--- src/rtl/dds_freq_meter.sv ---
`timescale 1ns/1ps
// dds_freq_meter: iterative CORDIC (vectoring) phase recovery of quadrature samples plus an
// averaged phase-increment (FCW) estimate. Define DDS_FMETER_MAG_EN to add the mag_out port.
module dds_freq_meter #(
    parameter int DW       = 20,
    parameter int PW       = 32,
    parameter int ITER     = 16,
    parameter int AVG_LOG2 = 4
) (
    input  logic                 clk,
    input  logic                 rst,
    input  logic                 in_valid,
    output logic                 in_ready,
    input  logic signed [DW-1:0] sin_in,
    input  logic signed [DW-1:0] cos_in,
    output logic [PW-1:0]        phase_out,
    output logic                 phase_vld,
    output logic [PW-1:0]        fcw_est,
    output logic                 fcw_vld
`ifdef DDS_FMETER_MAG_EN
    ,
    output logic [DW+1:0]        mag_out
`endif
);

    localparam int XW = DW + 2;
    localparam int IW = (ITER > 1) ? $clog2(ITER) : 1;
    localparam int AW = PW + AVG_LOG2;
    localparam int CW = AVG_LOG2 + 1;
    localparam logic [IW-1:0] ITER_LAST = IW'(ITER - 1);
    localparam logic [CW-1:0] CNT_FULL  = CW'(1 << AVG_LOG2);

    typedef enum logic [1:0] {
        IDLE,
        ROT,
        DIFF
    } state_t;

    // Elaboration-time angle constant; a real-to-integer cast rounds to nearest.
    function automatic logic [PW-1:0] atan_const(input int i);
        real a;
        a = $atan(2.0 ** (-i)) * (2.0 ** PW) / (2.0 * 3.14159265358979323846);
        return PW'(longint'(a));
    endfunction

    logic [PW-1:0] atan_tab [2**IW];

    for (genvar g = 0; g < 2**IW; g++) begin : g_atan
        if (g < ITER) begin : g_used
            assign atan_tab[g] = atan_const(g);
        end else begin : g_pad
            assign atan_tab[g] = '0;
        end
    end

    state_t               state;
    logic signed [XW-1:0] x, y;
    logic signed [XW-1:0] x_sh, y_sh;
    logic signed [XW-1:0] cos_ext, sin_ext;
    logic [PW-1:0]        z;
    logic [IW-1:0]        iter;
    logic                 zero_q;
    logic                 accept;

    logic [PW-1:0]        prev;
    logic                 primed;
    logic [PW-1:0]        diff;
    logic [AW-1:0]        acc, acc_sum;
    logic [CW-1:0]        cnt, cnt_inc;

    assign in_ready = (state == IDLE);
    assign accept   = in_valid && in_ready;
    assign cos_ext  = {{2{cos_in[DW-1]}}, cos_in};
    assign sin_ext  = {{2{sin_in[DW-1]}}, sin_in};
    assign x_sh     = x >>> iter;
    assign y_sh     = y >>> iter;

    // Modulo-2^PW difference makes phase wrap-through-zero transparent.
    assign diff     = z - prev;
    assign acc_sum  = acc + {{AVG_LOG2{1'b0}}, diff};
    assign cnt_inc  = cnt + CW'(1);

    // NOTE: the CORDIC datapath carries no reset; the FSM ignores it until a fresh load.
    always_ff @(posedge clk) begin
        if (accept) begin
            zero_q <= (sin_in == '0) && (cos_in == '0);
            iter   <= '0;
            if (cos_in[DW-1]) begin
                x <= -cos_ext;
                y <= -sin_ext;
                z <= {1'b1, {(PW-1){1'b0}}};
            end else begin
                x <= cos_ext;
                y <= sin_ext;
                z <= '0;
            end
        end else if (state == ROT) begin
            iter <= iter + IW'(1);
            if (y[XW-1]) begin
                x <= x - y_sh;
                y <= y + x_sh;
                z <= z - atan_tab[iter];
            end else begin
                x <= x + y_sh;
                y <= y - x_sh;
                z <= z + atan_tab[iter];
            end
        end
    end

    always_ff @(posedge clk) begin
        // NOTE: strobes default low each cycle so any assertion below is a one-cycle pulse.
        phase_vld <= 1'b0;
        fcw_vld   <= 1'b0;
        if (!rst) begin
            state     <= IDLE;
            phase_out <= '0;
            fcw_est   <= '0;
            prev      <= '0;
            primed    <= 1'b0;
            acc       <= '0;
            cnt       <= '0;
        end else begin
            case (state)
                IDLE: begin
                    if (in_valid) state <= ROT;
                end
                ROT: begin
                    if (iter == ITER_LAST) state <= DIFF;
                end
                DIFF: begin
                    state <= IDLE;
                    if (zero_q) begin
                        primed <= 1'b0;
                    end else begin
                        phase_out <= z;
                        phase_vld <= 1'b1;
                        prev      <= z;
                        primed    <= 1'b1;
                        if (primed) begin
                            if (cnt_inc == CNT_FULL) begin
                                fcw_est <= acc_sum[AW-1:AVG_LOG2];
                                fcw_vld <= 1'b1;
                                acc     <= '0;
                                cnt     <= '0;
                            end else begin
                                acc <= acc_sum;
                                cnt <= cnt_inc;
                            end
                        end
                    end
                end
                default: state <= IDLE;
            endcase
        end
    end

`ifdef DDS_FMETER_MAG_EN
    // Final x is the unscaled vector magnitude (CORDIC gain ~1.6468).
    always_ff @(posedge clk) begin
        if (!rst) begin
            mag_out <= '0;
        end else if (state == DIFF) begin
            mag_out <= zero_q ? '0 : x;
        end
    end
`endif

endmodule

--- config.mk ---
export PLATFORM = sky130hd
export DESIGN_NAME = dds_freq_meter
export DESIGN_NICKNAME = d
export VERILOG_FILES = /design/src/rtl/dds_freq_meter.sv
export SDC_FILE = /design/constraint.sdc
export NUM_CORES = 1
export LEC_CHECK = 0
export BUFFER_PORTS_ARGS = -buffer_cell sky130_fd_sc_hd__buf_2
export CORE_MARGIN = 4
export CORE_UTILIZATION = 36
export DETAILED_ROUTE_END_ITERATION = 10
export SYNTH_ARGS = -nofsm -noshare
export SYNTH_HDL_FRONTEND = slang
export SYNTH_SLANG_ARGS = --single-unit
--- constraint.sdc ---
create_clock -name clk -period 8.25 [get_ports clk]
set_input_delay 1.65 -clock clk [delete_from_list [all_inputs] [get_ports clk]]
set_output_delay 1.65 -clock clk [all_outputs]
set_load 0.01 [all_outputs]
---- Yosys cells after proc, flatten, opt, wreduce, memory -nomap -nowiden ----
Memory sizes are Yosys's and may differ from the RTL's.
Cells that the tools add are included.
word-level totals
  ROM bits ................................ 512
  logic and storage cells ................. 73
  memories kept ........................... 1
  register bits after elaboration ......... 191
  output and inout port bits .............. 67
memory list
  memory            words  width  rd ports  clocked after Yosys merged registers in  write ports  line  source
  (name not given)  16     32     1         0                                        0            106   z <= z + atan_tab[iter];
operators by class
  equal/unequal tests ..................... 6
  $add $sub $neg .......................... 12
  reductions and logical operators ........ 12
  bitwise operators ....................... 5
  multiplexer cells ....................... 21
  shift-type cells ........................ 2
  order comparisons ....................... 1
operator list
  kind                                         number
  two-way mux 32 bit                           6
  two-way mux 22 bit                           8
  subtractor 32 bit                            2
  adder 22 bit                                 2
  negation 20 -> 22 bit                        2
  >>> shifter 22 x 4 -> 22 bit                 2
  subtractor 22 bit                            2
  zero test 20 bit                             2
  adder 36 x 32 -> 36 bit                      1
  two-way mux 36 bit                           1
  adder 32 bit                                 1
  AND reduction 2 bit                          3
  adder 5 x 1 -> 5 bit, second input constant  1
  equality test 5 bit, second input constant   1
  >= comparator 5 bit, second input constant   1
  two-way mux 5 bit                            1
  inverter 4 -> 5 bit                          1
  adder 4 x 1 -> 4 bit, second input constant  1
  equality test 4 bit, second input constant   1
  two-way mux 2 bit                            2
  inverter 1 bit                               4
  one-hot mux 2 bit (2 select lines)           1
  AND reduction 4 bit                          1
  OR reduction 4 bit                           1
  other kinds (9)                              11

---- Depth between registers and ports, before layout ----
  depth after elaboration ................. 8
  depth in mapped cells ................... 27
  depth with buffers taken out ............ 24

---- Worst setup path before layout ----
OpenSTA, ideal clock, no wires.
  kind .................................... register to register
  start point ............................. register iter[3]
  end point ............................... register y[20] (data pin)
  library setup time ...................... 0.267 ns
  arrival ................................. 5.256 ns
  clock period less this slack ............ 5.523 ns
  path slack .............................. 2.727 ns
  required time ........................... 7.983 ns
  buffers on the path ..................... 7
  cell stages (with the launch flop) ...... 24
  cells stage by stage .................... dfxtp_1 -> buf_4 -> clkbuf_1 -> clkbuf_1 -> buf_1 -> clkbuf_1 -> buf_1 -> clkbuf_1 -> nand2_1 -> o21a_1 -> ha_1 -> nand2_1 -> o21ai_0 -> fa_1 -> a21o_1 -> a21oi_1 -> o21a_1 -> o41ai_1 -> a41o_1 -> o311a_1 -> or4_1 -> a31oi_1 -> xor2_1 -> o21ai_0
between the ends
  cells in the longest elaborated chain, start to end .. 5
ends and longest elaborated chain
  what                                                      line      source
  start: declaration                                        61        logic [IW-1:0] iter;
  start signal: assignment                                  98        iter <= iter + IW'(1);
  >>> shifter 22 x 4 -> 22 bit (*)                          75        assign x_sh = x >>> iter;
  subtractor 22 bit / adder 22 bit (equally long branches)  105, 101
  two-way mux 22 bit (*)                                    99        if (y[XW-1]) begin
  two-way mux 22 bit (*)                                    97        end else if (state == ROT) begin
  two-way mux 22 bit (*)                                    85        if (accept) begin
  end signal: assignment                                    90        y <= -sin_ext;
  end signal: assignment                                    101       y <= y + x_sh;
  end signal: assignment                                    105       y <= y - x_sh;
  end: declaration                                          57        logic signed [XW-1:0] x, y;
Every way passes the cells marked *; elsewhere a longest branch is shown, timed or not. The select of a mux whose other input is x is not followed.
A chain may end at the register's enable or synchronous reset.

---- Final worst setup path ----
  start point ............................. register iter[1]
  end point ............................... register z[29] (data pin)
between the ends
  cells in the longest elaborated chain, start to end .. 8
ends and longest elaborated chain
  what                                                        line      source
  inverter 4 -> 5 bit (implied by the code) (*)               102, 106
  memory read (16 x 32 bit) (*)                               n/a
  two-way mux 32 bit (implied by the code) (*) (2 in series)  106
  adder 32 bit / subtractor 32 bit (equally long branches)    106, 102
  two-way mux 32 bit (*)                                      99
  two-way mux 32 bit (*)                                      97
  two-way mux 32 bit (*)                                      85
  end signal: assignment                                      91        z <= {1'b1, {(PW-1){1'b0}}};
  end signal: assignment                                      102       z <= z - atan_tab[iter];
  end signal: assignment                                      106
  end: declaration                                            60        logic [PW-1:0] z;
Marks and branches as above.

==> run summary <==
status: completed
# resized after CTS: 0
clock tree sinks: 191
antenna-violating nets left: 0
Clock Tree Root: clkbuf_16
Reg2Reg Setup Slack: 1.87 ns
initial antenna violation count: 0
fmax: 0.1567 GHz
gate count of the mapped netlist: 2331
worst hold path class: reg -> reg
peak supply drop: 302.9 uV
CP startpoint kind: register
Synth Flop Type: dfxtp_1
Rows: 82
Max Cap Violations: 0
dpl ws: 1.961 ns
post-synthesis cell area: 18470 sq um
RR Startpoint: iter[1]
Max Fanout on Critical Path: 49
Post-synth EDFFs: 77
clock buffer depth: 2
Final Setup Violations: 0
critical path type: reg -> reg
P&R area growth vs syn: 8.766%
crit path launch: iter[1]
TNS Setup: 0 ns
hold buffers post-CTS: 0
antenna diode count: 0
die area: 54990 sq um
Die Width: 234.5 um
nets@finish: 2562
DR WL/cell: 17.62 um
WL final: 53.77 mm
RSZ-0062 raised after global routing: false
Synth Warn #: 0
buffer count from post-CTS setup fixing: 0
Mean Syn Cell Area: 7.923 sq um
clock-pin slew on the worst setup and hold paths: 0.08 ns
largest net degree at the start of global routing: 89
worst endpoint required time: 8.46 ns
Crit. End Element: register
routed vias/inst: 5.561
Die Height: 234.5 um
Synth async-reset ratio: 0
Placer Congestion: 0.9462
synthesis-stage register bit count: 191
Final Cycle Share: 0.7737
All-Layer GR Usage: 0.1929
DRC: 0
reg2reg end: z[29]
Pwr per Cell Area: 507.7 nW/um^2
first drt pass iteration count: 5
post-route minimum period: 6.383 ns
post-synthesis sequential area ratio: 0.2488
grt total ovfl: 0
vias in the first global route: 16520
WP data arrival: 6.59 ns
Pins Over Slew Limit: 0
Setup Skew: 0.01563 ns
CP endpoint: z[29]
H-tree Lvls: 4
Slew @ Worst Pin: 1.091 ns
CTS tree: yes
HPWL Detailed: 41.08 mm
first-pass GRT wire length: 86.09 mm
number of distinct library cells after synthesis: 82
number of buffers inserted by port buffering: 109
Static Leakage: 8.184 nW
layout cell share with drive strength beyond 1: 0.09710
final worst slack: 1.867 ns
Post-Syn Nets: 2526
Worst slew margin: 0.2724
clk_lat worst skew: 0.47 ns
CTS Buf Count: 17
initial DRC count: 1155
Worst R2R Path Depth: 23
final hold viol count: 0
Vias: 16970
Core Util, Final: 0.3980
starting density of the core: 0.3659
core area: 50480 sq um
IO Pins: 110
layout make-up:
class | count | area [sq um]
sequential | 191 | 4602
multi-input combinational | 1942 | 13070
clock inverter | 10 | 88.84
fill | 5237 | 30390
tap | 672 | 840.8
timing repair buffer | 127 | 680.7
inverter | 88 | 330.3
clock buffer | 21 | 471.7
power by group:
| part | switching [mW] | internal [mW] |
|---|---|---|
| clock | 0.427 | 0.422 |
| sequential | 0.356 | 1.41 |
| combinational | 4.33 | 3.25 |
metal layers:
layer  GRT usage  part of all wire  wire length [um]  vias to the layer above
li1            -                 -                 -                     8504
met1      0.2404              0.44             23770                     7968
met2      0.3447              0.49             26440                      417
met3     0.02807             0.041              2227                       78
met4     0.05814             0.025              1336                        0
met5           0                 0                 0                        -
sequential cells by signal, summed over array words and instances, names as in the netlist:
| name | cells |
|---|---|
| prev | 32 |
| zero_q | 1 |
| fcw_est | 32 |
| z | 32 |
| cnt | 5 |
| iter | 4 |
| x | 22 |
| acc | 36 |
| primed | 1 |
| fcw_vld | 1 |
| state | 2 |
| y | 22 |
| phase_vld | 1 |
through the flow:
stage | instances | cell area [sq um] | power [mW] | hold WS (ns)
6_report | 3051 | 20090 | 10.20 | 0.4514
5_1_grt | 3051 | 20090 | 11.24 | 0.4652
4_1_cts | 3051 | 20090 | 10.18 | 0.4541
3_5_place_dp | 3020 | 19530 | 9.266 | 0.4435
3_3_place_gp | 3020 | 19530 | 9.159 | 0.4409
2_1_floorplan | 2331 | 18470 | 7.667 | 0.4315
cell usage in the layout (no fill, tap or decap), types with 44 or more instances in the layout:
cell type	count
o21ai_0	147
edfxtp_1	77
buf_2	109
nand2_1	306
nand3_1	48
a21oi_1	242
dfxtp_1	110
inv_1	84
xor2_1	96
nor3_1	44
nor2_1	198
xnor2_1	113
ha_1	147
a21o_1	62
mux2i_1	54
critical path, cell delays in order, from the launching register on:
cell and delay, ns:
dfxtp_4 0.79, inv_1 0.30, ha_1 0.45, nand2_1 0.15, a21oi_1 0.11, a21oi_1 0.34
and2_1 0.21, nor2b_1 0.24, nand3_1 0.12, nor3b_1 0.30, a21oi_1 0.11, buf_4 0.24
xor2_1 0.18, ha_1 0.37, and2_1 0.21, a211oi_1 0.26, nand2_1 0.08, o22ai_1 0.24
nand2_1 0.07, o21ai_0 0.38, o21ai_0 0.34, a211oi_1 0.37, xor2_1 0.19, nor2_1 0.06
kinds of logic after synthesis:
family | count (synthesis) | synth area share
and+or+nand+nor | 788 | 0.1956
buffers and inverters | 198 | 0.04403
muxes | 97 | 0.07174
xor gates and xnor gates | 210 | 0.1003
DFF | 191 | 0.2488
AOI/OAI and AO/OA | 695 | 0.2345
adders and majority gates | 152 | 0.1050
cell usage after synthesis (21+ instances only):
| master | number | area share |
|---|---|---|
| o31ai_1 | 21 | 0.0085 |
| clkbuf_1 | 71 | 0.014 |
| nor3_1 | 44 | 0.012 |
| a21oi_1 | 242 | 0.066 |
| o21a_1 | 24 | 0.0098 |
| nand2_1 | 307 | 0.062 |
| nor2_1 | 200 | 0.041 |
| and2_1 | 25 | 0.0085 |
| or3_1 | 21 | 0.0071 |
| xnor2_1 | 113 | 0.054 |
| dfxtp_1 | 114 | 0.12 |
| a211oi_1 | 27 | 0.011 |
| o21ai_0 | 147 | 0.040 |
| mux2i_1 | 54 | 0.029 |
| nor2b_1 | 31 | 0.011 |
| xor2_1 | 96 | 0.046 |
| and3_1 | 21 | 0.0071 |
| nand2b_1 | 29 | 0.0098 |
| a21o_1 | 62 | 0.025 |
| mux4_2 | 25 | 0.030 |
| inv_1 | 85 | 0.017 |
| edfxtp_1 | 77 | 0.13 |
| ha_1 | 147 | 0.10 |
| nand3_1 | 48 | 0.013 |
| a31oi_1 | 27 | 0.0091 |
how the worst min path moves through the flow:
stage                            from     endpoint  slack, ns  cells past startpoint
final                      fcw_est[0]   fcw_est[0]       0.45                      2
after global routing       fcw_est[0]   fcw_est[0]       0.47                      2
after CTS                 fcw_est[19]  fcw_est[19]       0.45                      2
after detailed placement  fcw_est[19]  fcw_est[19]       0.44                      2
after global placement     fcw_est[4]   fcw_est[4]       0.44                      2
after floorplan               acc[16]      acc[16]       0.43                      2
Power figures use the tool's default switching activity.
